`src/rtl/fpu_class_arb.sv`:
```
// Two-port round-robin front end for an IEEE-754 single-precision classifier.
// One result register; a new operand may be accepted whenever that register is empty or draining.
module fpu_class_arb #(
    parameter int CNT_W = 16
) (
    input  logic             clk,
    input  logic             rst_n,
    input  logic             req0_valid_i,
    input  logic [31:0]      req0_data_i,
    output logic             req0_ready_o,
    input  logic             req1_valid_i,
    input  logic [31:0]      req1_data_i,
    output logic             req1_ready_o,
    output logic             rsp_valid_o,
    input  logic             rsp_ready_i,
    output logic [31:0]      rsp_data_o,
    output logic             rsp_id_o,
    output logic [CNT_W-1:0] gnt_cnt0_o,
    output logic [CNT_W-1:0] gnt_cnt1_o
);

    typedef enum logic {EMPTY, FULL} state_t;

    state_t             r_state;
    state_t             w_next_state;
    logic               r_last_gnt;
    logic [31:0]        r_rsp_data;
    logic               r_rsp_id;
    logic [CNT_W-1:0]   r_cnt0;
    logic [CNT_W-1:0]   r_cnt1;

    logic               w_can_accept;
    logic               w_gnt_valid;
    logic               w_gnt_id;
    logic               w_hs;
    logic               w_hs0;
    logic               w_hs1;
    logic [31:0]        w_sel_data;
    logic [31:0]        w_class;

    localparam logic [CNT_W-1:0] CNT_MAX = {CNT_W{1'b1}};
    localparam logic [CNT_W-1:0] CNT_ONE = {{(CNT_W-1){1'b0}}, 1'b1};

    function automatic logic [31:0] classify(input logic [31:0] f);
        logic        s;
        logic [7:0]  e;
        logic [22:0] m;
        logic [31:0] c;
        s = f[31];
        e = f[30:23];
        m = f[22:0];
        c = '0;
        if (e == 8'hFF) begin
            if (m == '0)      c[s ? 0 : 7] = 1'b1;
            else if (m[22])   c[9] = 1'b1;
            else              c[8] = 1'b1;
        end else if (e == 8'h00) begin
            if (m == '0)      c[s ? 3 : 4] = 1'b1;
            else              c[s ? 2 : 5] = 1'b1;
        end else begin
            c[s ? 1 : 6] = 1'b1;
        end
        return c;
    endfunction

    // Readies are forced low while reset is held, independent of the state register.
    assign w_can_accept = rst_n & ((r_state == EMPTY) | rsp_ready_i);

    always_comb begin
        w_gnt_valid = req0_valid_i | req1_valid_i;
        w_gnt_id    = 1'b0;
        if (req0_valid_i && req1_valid_i) w_gnt_id = ~r_last_gnt;
        else if (req1_valid_i)            w_gnt_id = 1'b1;
    end

    assign w_hs       = w_can_accept & w_gnt_valid;
    assign w_hs0      = w_hs & ~w_gnt_id;
    assign w_hs1      = w_hs & w_gnt_id;
    assign w_sel_data = w_gnt_id ? req1_data_i : req0_data_i;
    assign w_class    = classify(w_sel_data);

    always_ff @(posedge clk or negedge rst_n) begin
        if (!rst_n) r_state <= EMPTY;
        else        r_state <= w_next_state;
    end

    always_comb begin
        w_next_state = r_state;
        req0_ready_o = w_hs0;
        req1_ready_o = w_hs1;
        rsp_valid_o  = 1'b0;
        case (r_state)
            EMPTY: begin
                if (w_hs) w_next_state = FULL;
            end
            FULL: begin
                rsp_valid_o = 1'b1;
                if (!w_hs && rsp_ready_i) w_next_state = EMPTY;
            end
            default: w_next_state = EMPTY;
        endcase
    end

    // Result payload and priority only move on a handshake; draining leaves the last values visible.
    always_ff @(posedge clk or negedge rst_n) begin
        if (!rst_n) begin
            r_rsp_data <= '0;
            r_rsp_id   <= 1'b0;
            r_last_gnt <= 1'b1;
        end else if (w_hs) begin
            r_rsp_data <= w_class;
            r_rsp_id   <= w_gnt_id;
            r_last_gnt <= w_gnt_id;
        end
    end

    always_ff @(posedge clk or negedge rst_n) begin
        if (!rst_n) begin
            r_cnt0 <= '0;
            r_cnt1 <= '0;
        end else begin
            if (w_hs0 && r_cnt0 != CNT_MAX) r_cnt0 <= r_cnt0 + CNT_ONE;
            if (w_hs1 && r_cnt1 != CNT_MAX) r_cnt1 <= r_cnt1 + CNT_ONE;
        end
    end

    assign rsp_data_o = r_rsp_data;
    assign rsp_id_o   = r_rsp_id;
    assign gnt_cnt0_o = r_cnt0;
    assign gnt_cnt1_o = r_cnt1;

endmodule

```
`config.mk`:
```
export PLATFORM = sky130hd
export DESIGN_NAME = fpu_class_arb
export DESIGN_NICKNAME = d
export VERILOG_FILES = /design/src/rtl/fpu_class_arb.sv
export SDC_FILE = /design/constraint.sdc
export NUM_CORES = 1
export LEC_CHECK = 0
export ABC_AREA = 1
export BUFFER_PORTS_ARGS = -buffer_cell sky130_fd_sc_hd__buf_2
export CORE_MARGIN = 1.5
export CORE_UTILIZATION = 48
export DETAILED_ROUTE_END_ITERATION = 8
export PLACE_DENSITY = 0.92
export SYNTH_ARGS = -nofsm -noshare
export SYNTH_HDL_FRONTEND = slang
export SYNTH_SLANG_ARGS = --single-unit
```
`constraint.sdc`:
```
create_clock -name clk -period 2 [get_ports clk]
set_input_delay 0.4 -clock clk [delete_from_list [all_inputs] [get_ports clk]]
set_output_delay 0.4 -clock clk [all_outputs]
set_load 0.01 [all_outputs]
```
==> impl_metrics.yaml <==
run_status:
  status: "completed"
route:
  routed_via_count_divided_by_cell_count: 4.92
  dr_total_vias: 3221
  drt_wl_total_um: 7660
  ant_nets: 0
  drt_first_iter_violations: 175
  drt-wirelength-per-cell_um: 11.7
  drt_first_pass_iters: 4
  route.detailed.drc: 0
critical_path:
  worst_ep_required_time_ns: 1.60
  worst_setup_path_startpoint: "r_last_gnt$_DFFE_PN1P_"
  crit_type: "register to output port"
  critPathMaxFanout: 5
  end_kind: "output port"
  timing.critical_path.from_type: "register"
  worst_r2r_startpoint: "r_last_gnt$_DFFE_PN1P_"
  cp.arrival_ns: 1.46
sta:
  fmaxAchievable_mhz: 537
  max_slew.worst_pin.slew_ns: 0.552
  finalSetupTns_ns: 0
  setup_viol: 0
  post_route_minimum_period_ns: 1.86
  report.final.hold_viol_count: 0
  finalCritPeriodShare_pct: 93.2
  grt_setup_unrepaired: "no"
  report.final.slew_viol_count: 0
  finalClockSkew_ns: 0.00858
  relSlewSlack_pct: 63.2
finish:
  syn_to_final_growth_pct: 23.3
  utilization_pct: 62.5
  nNetsFinal: 650
  insertedDiodeCount: 0
  layoutNonFillerInstCount: 655
  drive_above_1_share_pct: 25.3
power:
  power.ir.vdd_worst_uv: 408
  finalPower_mw: 2.54
  power.density_cell_area_mw_per_mm2: 671
  p_leak_nw: 2.14
clock_network:
  tritoncts_num_sinks: 45
  clock_insertion_delay_worst_skew_ns: 0.29
  htree_num_levels: 2
  cts_tree: "built"
  cts_post_setup_buffers_inserted: 0
  cts_buffer_depth: 2
  tritoncts.num_buffers: 5
  clk_root_buffer_cell: "sky130_fd_sc_hd__clkbuf_8"
  path_clk_slew_ns: 0.08
floorplan:
  fp.dieH_um: 83.0
  fp.dieArea_mm2: 0.00689
  die_w_um: 83.0
  placementRows: 28
  core-area_mm2: 0.00606
  io_pins: 137
  start_util_pct: 50.7
global_route:
  grt_pass1_wl_um: 13100
  track_usage_pct: 22.9
  number_of_antenna_violations_at_the_first_check_in_global_routing: 0
  first_global_vias: 2981
  grt_start_max_net_pins: 46
  overflow: 0
placement:
  port_buffers: 114
  number_of_cells_in_the_design_after_placement: 647
  dp.final_hpwl_um: 6180
  finalWeightedCongestion: 0.922
yosys:
  synth_top_area_share_pct: 35.8
  post_synth_inst_count: 454
  ys_ff_latch: 45
  netlist.top_cell.by_area: "sky130_fd_sc_hd__dfrtp_1"
  synth.yosys.seq_area_share_pct: 36.7
  mappedNetlistArea_mm2: 0.00307
  yosys-top-cells-area: "sky130_fd_sc_hd__dfrtp_1 (36%), sky130_fd_sc_hd__nand2_1 (18%), sky130_fd_sc_hd__nor2_1 (7.6%)"
  synthesis.area_per_instance_um2: 6.77
  synth_cell_types: 28
  synth_warnings: 0
job:
  max_cap_violations: 0
hold_path:
  hp-class: "input pin to asynchronous set/reset pin"
-- cells in the mapped netlist, drive strengths merged --
cell type,n
nand2,152
nor2,68
inv,53
dfrtp,44
buf,29
o21ai,21
nand3,19
nand4,14
nor3,14
xor2,13
nand3b,11
xnor2,6
ha,2
a21oi,1
and2,1
clkbuf,1
clkinv,1
conb,1
dfstp,1
o211ai,1
or2,1
-- repair_timing --
item                       4_1_cts  5_1_grt
setup endpoints to repair        0       10
hold buffers                     0        0
gates resized for setup          0        3
-- path summary, 6_finish.rpt --
| check | end | slack (ns) | cells past startpoint |
|---|---|---|---|
| worst max-delay path | req0_ready_o | 0.14 | 5 |
| worst min-delay path | gnt_cnt1_o[14]$_DFFE_PN0P_ | 0.29 | 2 |
| worst max register to register | rsp_data_o[0]$_DFFE_PN0P_ | 0.24 | 11 |
| worst min register to register | rsp_data_o[7]$_DFFE_PN0P_ | 0.48 | 2 |
| max in group asynchronous | r_last_gnt$_DFFE_PN1P_ | 1.32 | 2 |
| min in group clk | r_state$_DFF_PN0_ | 0.31 | 2 |
-- critical path, cell delays in order (launching register included) --
cell and delay (ns):
sky130_fd_sc_hd__dfstp_2 0.53, sky130_fd_sc_hd__nand2_1 0.07, sky130_fd_sc_hd__nand2_2 0.12, sky130_fd_sc_hd__inv_1 0.11
sky130_fd_sc_hd__nor2_4 0.16, sky130_fd_sc_hd__buf_2 0.17
-- routing by layer --
metal | global-route usage [%] | vias up | part of all wire [%]
met3 | 4.27 | 12 | 6.8
met2 | 42.1 | 134 | 52
met5 | 0 | - | 0
li1 | - | 1618 | -
met4 | 6.82 | 0 | 1.3
met1 | 27.1 | 1457 | 40
-- sequential cells by signal (all words and copies together) (netlist names) --
name / count
gnt_cnt0_o: 16
r_last_gnt: 1
r_state: 1
rsp_data_o: 10
gnt_cnt1_o: 16
rsp_id_o: 1
-- power breakdown --
group | leakage, nW | internal, mW | switching (mW)
logic | 1.51 | 0.317 | 0.472
registers | 0.595 | 1.05 | 0.164
clock network | 0.0395 | 0.249 | 0.290
-- metrics by stage --
step	hold slack [ns]	area (um^2)	setup slack (ns)
after global placement	0.465	3690	0.268
after global routing	0.308	3790	0.0230
final	0.295	3790	0.136
after CTS	0.298	3770	0.0736
after floorplan	0.104	3150	0.403
after detailed placement	0.467	3690	0.157
-- area by class of cell --
cell class | count | area [um^2]
clock buffer | 8 | 80.1
fill | 559 | 2270
inverter | 54 | 206
multi-input combinational | 346 | 1610
sequential | 45 | 1130
tap | 75 | 93.8
timing repair buffer | 127 | 668
-- cells in the final DEF (no fill, tap or decap), types with 14 or more instances in the layout --
master / count
sky130_fd_sc_hd__nor2_1: 62
sky130_fd_sc_hd__buf_2: 114
sky130_fd_sc_hd__nand4_1: 14
sky130_fd_sc_hd__conb_1: 22
sky130_fd_sc_hd__inv_1: 52
sky130_fd_sc_hd__nand3_1: 19
sky130_fd_sc_hd__dfrtp_1: 44
sky130_fd_sc_hd__o21ai_0: 19
sky130_fd_sc_hd__nand2_1: 150
-- cells by family (layout without fill, tap and decap cells) --
kind of cell	count (synthesis)	count (layout)	synth area share [%]
DFF	45	45	36.7
xor gates and xnor gates	19	19	5.42
buffers and inverters	84	189	13.7
other	1	22	0.122
and+or+nand+nor	280	280	39.2
AOI/OAI and AO/OA	23	23	4.07
adders and majority gates	2	2	0.815
Power figures use the tool's default switching activity.
